[config.mk]
export PLATFORM = sky130hd
export DESIGN_NAME = imem_responder_flat
export DESIGN_NICKNAME = d
export VERILOG_FILES = /design/src/rtl/imem_pkg.sv /design/src/rtl/imem_responder_if.sv /design/src/rtl/imem_array.sv /design/src/rtl/imem_responder.sv /design/src/flat_wrapper.sv
export SDC_FILE = /design/constraint.sdc
export NUM_CORES = 1
export LEC_CHECK = 0
export ABC_AREA = 1
export ABC_CLOCK_PERIOD_IN_PS = 1300
export BUFFER_PORTS_ARGS = -buffer_cell sky130_fd_sc_hd__buf_2
export CAP_MARGIN = 5
export CORE_MARGIN = 10
export CORE_UTILIZATION = 47
export DETAILED_ROUTE_END_ITERATION = 16
export PLACE_DENSITY = 0.8
export SLEW_MARGIN = 10
export SYNTH_ARGS = -nofsm -noshare
export SYNTH_HDL_FRONTEND = slang
export SYNTH_HIERARCHICAL = 1
export SYNTH_SLANG_ARGS = --single-unit
[constraint.sdc]
create_clock -name clk -period 1.3 [get_ports clk]
set_input_delay 0.13 -clock clk [delete_from_list [all_inputs] [get_ports clk]]
set_output_delay 0.13 -clock clk [all_outputs]
set_load 0.02 [all_outputs]
[src/rtl/imem_pkg.sv]
// imem_pkg: shared constants, FSM state encoding and the built-in program image
// for the instruction-memory responder.
package imem_pkg;

    // Canonical RISC-V no-op (addi x0, x0, 0); returned on erroneous fetches.
    localparam logic [31:0] NOP_INSTR = 32'h0000_0013;

    // Width of the wait-state counter; covers LATENCY values 0..15.
    localparam int unsigned CNT_W = 4;

    typedef enum logic [1:0] {
        IMEM_IDLE = 2'd0,
        IMEM_WAIT = 2'd1,
        IMEM_RESP = 2'd2
    } imem_state_e;

    // Contents of the "program.hex" image: word i is "addi x1, x0, 5*i".
    // The 12-bit immediate wraps, but 5 is odd, so every word of a
    // 1024-word image is distinct.
    function automatic logic [31:0] imem_image_word(input int unsigned idx);
        logic [31:0] imm;
        imm = idx * 32'd5;
        return (imm << 20) | 32'h0000_0093;
    endfunction

endpackage

[src/rtl/imem_responder_if.sv]
// imem_responder_if: fetch-stage <-> instruction-memory handshake bundle.
// The master is the fetch stage; the slave is the imem_responder.
interface imem_responder_if #(
    parameter int unsigned ADDR_WIDTH = 32
);
    logic                  req_valid;
    logic                  req_ready;
    logic [ADDR_WIDTH-1:0] req_addr;
    logic                  req_abort;
    logic                  resp_valid;
    logic                  resp_ready;
    logic [ADDR_WIDTH-1:0] resp_addr;
    logic [31:0]           resp_instr;
    logic                  resp_err;

    modport master (
        output req_valid, req_addr, req_abort, resp_ready,
        input  req_ready, resp_valid, resp_addr, resp_instr, resp_err
    );

    modport slave (
        input  req_valid, req_addr, req_abort, resp_ready,
        output req_ready, resp_valid, resp_addr, resp_instr, resp_err
    );
endinterface

[src/rtl/imem_array.sv]
// imem_array: DEPTH_WORDS x 32 instruction storage with combinational read by
// word index. Indices at or beyond DEPTH_WORDS read back as NOP_INSTR.
// With IMEM_PREFETCH_EN defined a second read port serves the next-line buffer.
module imem_array
    import imem_pkg::*;
#(
    parameter int unsigned DEPTH_WORDS = 1024,
    parameter int unsigned IDX_W       = 11,
    parameter string       INIT_FILE   = "program.hex"
) (
    input  logic [IDX_W-1:0] rd_idx_a_i,
    output logic [31:0]      rd_data_a_o
`ifdef IMEM_PREFETCH_EN
    ,
    input  logic [IDX_W-1:0] rd_idx_b_i,
    output logic [31:0]      rd_data_b_o
`endif
);

    // Only the "program.hex" image is built in; any other name gives an all-NOP store.
    localparam bit USE_IMAGE = (INIT_FILE == "program.hex");
    localparam logic [IDX_W-1:0] DEPTH_I = IDX_W'(DEPTH_WORDS);

    logic [31:0] mem [DEPTH_WORDS];

    genvar gi;
    for (gi = 0; gi < int'(DEPTH_WORDS); gi++) begin : g_word
        assign mem[gi] = USE_IMAGE ? imem_image_word(gi) : NOP_INSTR;
    end

    assign rd_data_a_o = (rd_idx_a_i < DEPTH_I) ? mem[rd_idx_a_i[IDX_W-2:0]] : NOP_INSTR;

`ifdef IMEM_PREFETCH_EN
    assign rd_data_b_o = (rd_idx_b_i < DEPTH_I) ? mem[rd_idx_b_i[IDX_W-2:0]] : NOP_INSTR;
`endif

endmodule

[src/rtl/imem_responder.sv]
// imem_responder: responder end of the instruction-fetch interface. Accepts one
// request at a time, waits LATENCY cycles, then presents the word until it is
// consumed. req_abort kills any in-flight fetch; rst is synchronous, active-low.
// Optional feature macro: IMEM_PREFETCH_EN (one-entry next-line buffer).
module imem_responder
    import imem_pkg::*;
#(
    parameter int unsigned ADDR_WIDTH  = 32,
    parameter int unsigned DEPTH_WORDS = 1024,
    parameter int unsigned LATENCY     = 2,
    parameter string       INIT_FILE   = "program.hex"
) (
    input  logic             clk,
    input  logic             rst,
    imem_responder_if.slave  bus
);

    localparam int unsigned           IDX_W   = $clog2(DEPTH_WORDS) + 1;
    localparam logic [ADDR_WIDTH-1:0] DEPTH_A = ADDR_WIDTH'(DEPTH_WORDS);
    localparam logic [CNT_W-1:0]      LAT_CNT = CNT_W'(LATENCY);

    localparam logic [1:0] ST_IDLE = IMEM_IDLE;
    localparam logic [1:0] ST_WAIT = IMEM_WAIT;
    localparam logic [1:0] ST_RESP = IMEM_RESP;

    // Misaligned or beyond the last stored word.
    function automatic logic addr_bad(input logic [ADDR_WIDTH-1:0] a);
        return (a[1:0] != 2'b00) || ({2'b00, a[ADDR_WIDTH-1:2]} >= DEPTH_A);
    endfunction

    logic [1:0]            state_q, state_d;
    logic [CNT_W-1:0]      cnt_q, cnt_d;
    logic [ADDR_WIDTH-1:0] addr_q, addr_d;
    logic [31:0]           instr_q, instr_d;
    logic                  err_q, err_d;

    logic                  req_ready_w;
    logic                  accept_w;
    logic                  req_bad_w;
    logic                  held_bad_w;
    logic [IDX_W-1:0]      rd_idx_a;
    logic [31:0]           rd_data_a;

`ifdef IMEM_PREFETCH_EN
    logic [ADDR_WIDTH-1:0] pf_addr_q, pf_addr_d;
    logic [31:0]           pf_instr_q, pf_instr_d;
    logic                  pf_valid_q, pf_valid_d;
    logic                  pf_hit_w;
    logic                  next_in_range_w;
    logic [IDX_W-1:0]      rd_idx_b;
    logic [31:0]           rd_data_b;
`endif

    assign req_ready_w = (state_q == ST_IDLE) && rst && !bus.req_abort;
    assign accept_w    = bus.req_valid && req_ready_w;
    assign req_bad_w   = addr_bad(bus.req_addr);
    assign held_bad_w  = addr_bad(addr_q);

    // In IDLE the incoming address is looked up (zero-latency case); otherwise the held one.
    assign rd_idx_a = (state_q == ST_IDLE) ? bus.req_addr[IDX_W+1:2] : addr_q[IDX_W+1:2];

`ifdef IMEM_PREFETCH_EN
    assign pf_hit_w        = pf_valid_q && (pf_addr_q == bus.req_addr);
    assign rd_idx_b        = addr_q[IDX_W+1:2] + IDX_W'(1);
    assign next_in_range_w = ({2'b00, addr_q[ADDR_WIDTH-1:2]} + ADDR_WIDTH'(1)) < DEPTH_A;
`endif

    imem_array #(
        .DEPTH_WORDS (DEPTH_WORDS),
        .IDX_W       (IDX_W),
        .INIT_FILE   (INIT_FILE)
    ) u_array (
        .rd_idx_a_i  (rd_idx_a),
        .rd_data_a_o (rd_data_a)
`ifdef IMEM_PREFETCH_EN
        ,
        .rd_idx_b_i  (rd_idx_b),
        .rd_data_b_o (rd_data_b)
`endif
    );

    // Next-state logic: accept, count wait states, hold the response, abort overrides all.
    always_comb begin
        state_d = state_q;
        cnt_d   = cnt_q;
        addr_d  = addr_q;
        instr_d = instr_q;
        err_d   = err_q;
`ifdef IMEM_PREFETCH_EN
        pf_addr_d  = pf_addr_q;
        pf_instr_d = pf_instr_q;
        pf_valid_d = pf_valid_q;
`endif
        case (state_q)
            ST_IDLE: begin
                if (accept_w) begin
                    addr_d  = bus.req_addr;
                    cnt_d   = LAT_CNT;
                    state_d = ST_WAIT;
                    if (LATENCY == 0) begin
                        state_d = ST_RESP;
                        err_d   = req_bad_w;
                        instr_d = req_bad_w ? NOP_INSTR : rd_data_a;
                    end
`ifdef IMEM_PREFETCH_EN
                    // A buffered next line skips the wait states entirely.
                    if (pf_hit_w) begin
                        state_d = ST_RESP;
                        cnt_d   = '0;
                        err_d   = 1'b0;
                        instr_d = pf_instr_q;
                    end
`endif
                end
            end
            ST_WAIT: begin
                cnt_d = cnt_q - CNT_W'(1);
                if (cnt_q <= CNT_W'(1)) begin
                    state_d = ST_RESP;
                    err_d   = held_bad_w;
                    instr_d = held_bad_w ? NOP_INSTR : rd_data_a;
                end
            end
            ST_RESP: begin
                if (bus.resp_ready) begin
                    state_d = ST_IDLE;
`ifdef IMEM_PREFETCH_EN
                    // A delivered good word primes the buffer with the following word.
                    if (!err_q) begin
                        pf_valid_d = next_in_range_w;
                        pf_addr_d  = addr_q + ADDR_WIDTH'(4);
                        pf_instr_d = rd_data_b;
                    end
`endif
                end
            end
            default: state_d = ST_IDLE;
        endcase

        if (bus.req_abort) begin
            state_d = ST_IDLE;
            cnt_d   = '0;
`ifdef IMEM_PREFETCH_EN
            pf_valid_d = 1'b0;
`endif
        end
    end

    // State and response registers with synchronous active-low reset.
    always_ff @(posedge clk) begin
        if (!rst) begin
            state_q <= ST_IDLE;
            cnt_q   <= '0;
            addr_q  <= '0;
            instr_q <= '0;
            err_q   <= 1'b0;
`ifdef IMEM_PREFETCH_EN
            pf_addr_q  <= '0;
            pf_instr_q <= '0;
            pf_valid_q <= 1'b0;
`endif
        end else begin
            state_q <= state_d;
            cnt_q   <= cnt_d;
            addr_q  <= addr_d;
            instr_q <= instr_d;
            err_q   <= err_d;
`ifdef IMEM_PREFETCH_EN
            pf_addr_q  <= pf_addr_d;
            pf_instr_q <= pf_instr_d;
            pf_valid_q <= pf_valid_d;
`endif
        end
    end

    assign bus.req_ready  = req_ready_w;
    assign bus.resp_valid = (state_q == ST_RESP);
    assign bus.resp_addr  = addr_q;
    assign bus.resp_instr = instr_q;
    assign bus.resp_err   = err_q;

endmodule
[src/flat_wrapper.sv]
// flat-port wrapper written by rule: the top's interface ports become plain ports
module imem_responder_flat import imem_pkg::*;
#(
    parameter int unsigned ADDR_WIDTH  = 32,
    parameter int unsigned DEPTH_WORDS = 1024,
    parameter int unsigned LATENCY     = 2,
    parameter string       INIT_FILE   = "           "
)
  (clk, rst, bus_req_valid, bus_req_addr, bus_req_abort, bus_resp_ready, bus_req_ready, bus_resp_valid, bus_resp_addr, bus_resp_instr, bus_resp_err);
  imem_responder_if #(.ADDR_WIDTH(ADDR_WIDTH)) bus_i ();
  input  logic clk;
  input  logic rst;
  input wire logic [$bits(bus_i.req_valid)-1:0] bus_req_valid;
  input wire logic [$bits(bus_i.req_addr)-1:0] bus_req_addr;
  input wire logic [$bits(bus_i.req_abort)-1:0] bus_req_abort;
  input wire logic [$bits(bus_i.resp_ready)-1:0] bus_resp_ready;
  output wire logic [$bits(bus_i.req_ready)-1:0] bus_req_ready;
  output wire logic [$bits(bus_i.resp_valid)-1:0] bus_resp_valid;
  output wire logic [$bits(bus_i.resp_addr)-1:0] bus_resp_addr;
  output wire logic [$bits(bus_i.resp_instr)-1:0] bus_resp_instr;
  output wire logic [$bits(bus_i.resp_err)-1:0] bus_resp_err;
  assign bus_i.req_valid = bus_req_valid;
  assign bus_i.req_addr = bus_req_addr;
  assign bus_i.req_abort = bus_req_abort;
  assign bus_i.resp_ready = bus_resp_ready;
  assign bus_req_ready = bus_i.req_ready;
  assign bus_resp_valid = bus_i.resp_valid;
  assign bus_resp_addr = bus_i.resp_addr;
  assign bus_resp_instr = bus_i.resp_instr;
  assign bus_resp_err = bus_i.resp_err;
  imem_responder #(.ADDR_WIDTH(ADDR_WIDTH), .DEPTH_WORDS(DEPTH_WORDS), .LATENCY(LATENCY), .INIT_FILE(INIT_FILE)) u_core (.clk(clk), .rst(rst), .bus(bus_i));
endmodule
==> results.md <==
* Core outline area at 6420 um^2
* Cell area after synthesis at 3140 um^2
* TritonCTS Sinks at 71
* Crit Path Class: reg2reg
* Worst slew margin at between 50% and 60%
* Vias per std cell at 4.91
* Max Buffers Root-to-Sink at 2
* Layout cells sized above 1 at 35.2%
* Reg clk slew, reported paths at 0.08 ns
* Initial drt markers at between 100 and 150
* Number of global-route vias before repair at between 2,000 and 2,500
* # rows at 29
* Root Driver: clkbuf_8
* Largest net degree at the start of global routing at 66
* Clock Skews at 0.00846 ns
* Hold WC Path Type: in2reg
* Final non-filler cell total at just under 600
* Global-route usage over all layers at 14.1%
* DP HPWL at 5.47 mm
* CP max FO at 8
* DR pass1 iterations at 4
* Final WL at 8.03 mm
* Post-DP Area at between 3000 and 4000 um^2
* Diode count at 0
* Final Setup Violations at 33
* Detailed-route DRC error count at 0
* Fin util at 62.4%
* Die ar. at 10,300 um^2
* WL/cell at 13.9 um
* Maximum VDD drop at 0.660 mV
* Area Growth Syn to Fin at 27.9%
* Htree depth at 3
* Max_cap viols at 0
* Status: finished with violations
* Crit path required time at 1.52 ns
* IO buf count at 103
* CTS tree: done
* Pre-CTS setup slack at -0.280 ns
* Post-DRT Antenna Nets at 0
* Fin. Hold Viols at 0
* Fillers at ~550
* Initial Utilization at 48.8%
* First-pass GRT wire length at 11.7 mm
* Die height at 102 um
* Slew @ Worst Pin at 0.706 ns
* Initial antenna violation count at 0
* Final #Nets at 534
* RSZ-0062 raised after global routing: yes
* Period utilisation layout at 111%
* Chip width at 102 um
* Cell count after synthesis at 392
* Total grt overflow at 0
* Critical path data arrival time at 1.67 ns
* Setup crit end kind: flip-flop
* Yosys warnings at 6
* Cts bufs inserted at 9
* Hold buffers post-CTS at 0
* Placed insts at 555
* Design Area, Final at 4010 um^2
* Worst-skew pair later-pin latency at about 0.33 ns
* Vias at 2,834
* # IOs at 104
* Pwr per Cell Area at 1320 nW/um^2
* Fin. max-slew vios at 0
* Overall power at 5.30 mW
* PnR worst setup slack at -0.145 ns
* Peak Freq at 692 MHz
* Avg Inst Size Synth at 8.00 um^2
* Gpl congestion at 0.812
* Failing checks: setup timing
* Pleak at about 1.8 nW
* Startpoint Class: flip-flop
* Final min period at 1.44 ns
-- what timing repair did --
action / 4_1_cts / 5_1_grt
buffers inserted: 0 / 3
gates cloned: 0 / 3
setup endpoints to repair: 33 / 53
gates resized for setup: 6 / 30
pin swaps: 1 / 3
-- flip-flops by register name, indices dropped and copies added (netlist names) --
signal and count:
u_core/bus.resp_err 1, u_core/state_q 2, u_core/bus.resp_addr 32, u_core/bus.resp_instr 32, u_core/cnt_q 4
-- power breakdown --
| group | internal, mW | switching, mW |
|---|---|---|
| registers | 2.29 | 0.0713 |
| logic | 0.325 | 0.637 |
| clock network | 1.18 | 0.796 |
| total | 3.80 | 1.50 |
-- final timing paths --
kind,startpoint,depth (start not counted),slack (ns),end
max reg2reg,u_core/cnt_q[0]$_SDFFE_PP0P_,8,-0.14,u_core/bus.resp_instr[28]$_SDFFE_PN0P_
min reg2reg,u_core/bus.resp_addr[11]$_SDFFE_PN0P_,2,0.44,u_core/bus.resp_addr[11]$_SDFFE_PN0P_
min,bus_req_addr[8],3,0.07,u_core/bus.resp_addr[8]$_SDFFE_PN0P_
max,u_core/cnt_q[0]$_SDFFE_PP0P_,8,-0.14,u_core/bus.resp_instr[28]$_SDFFE_PN0P_
-- final cells by class --
class | count | area [um^2] | area share, %
Inverter | 43 | 193 | 4.81
Timing Repair Buffer | 120 | 674 | 16.8
Clock buffer | 11 | 151 | 3.78
Timing Repair inverter | 3 | 38.8 | 0.968
Tap cell | 77 | 96.3 | 2.40
Multi-Input combinational cell | 247 | 1350 | 33.7
Sequential cell | 71 | 1420 | 35.5
Clock inverter | 5 | 80.1 | 2.00
-- layer usage --
metal	vias up	routed length [um]	GRT usage, %
met5	-	0	0
met1	1275	3260	15.9
met2	86	4070	23.4
met3	11	549	4.42
li1	1462	-	-
met4	0	146	7.81
-- placed cells by master, fill, tap and decap left out, drive strengths merged --
cell type,n
buf,120
dfxtp,71
o21ai,67
a21oi,66
inv,43
conb,32
nand4,29
nor2,24
nand2,13
clkbuf,11
nand3,7
or2,4
clkinv,4
bufinv,2
clkinvlp,2
ha,2
nor3,1
o211ai,1
a211oi,1
-- worst max-delay path, cell delays in order, from the launching register on --
cell and delay (ns):
dfxtp_2 0.35, inv_2 0.05, ha_4 0.15, or2_4 0.25
nand3_4 0.14, buf_12 0.15, clkinv_16 0.07, o21ai_2 0.12
a21oi_2 0.04
-- stage by stage --
stage	setup TNS (ns)	hold WS (ns)
after floorplan	-0.419	0.302
after CTS	-0.996	0.0531
after global routing	-6.62	0.0669
after detailed placement	-6.32	0.401
after global placement	-5.19	0.398
final	-4.12	0.0677
No activity file was read; power rests on OpenSTA's default activity.
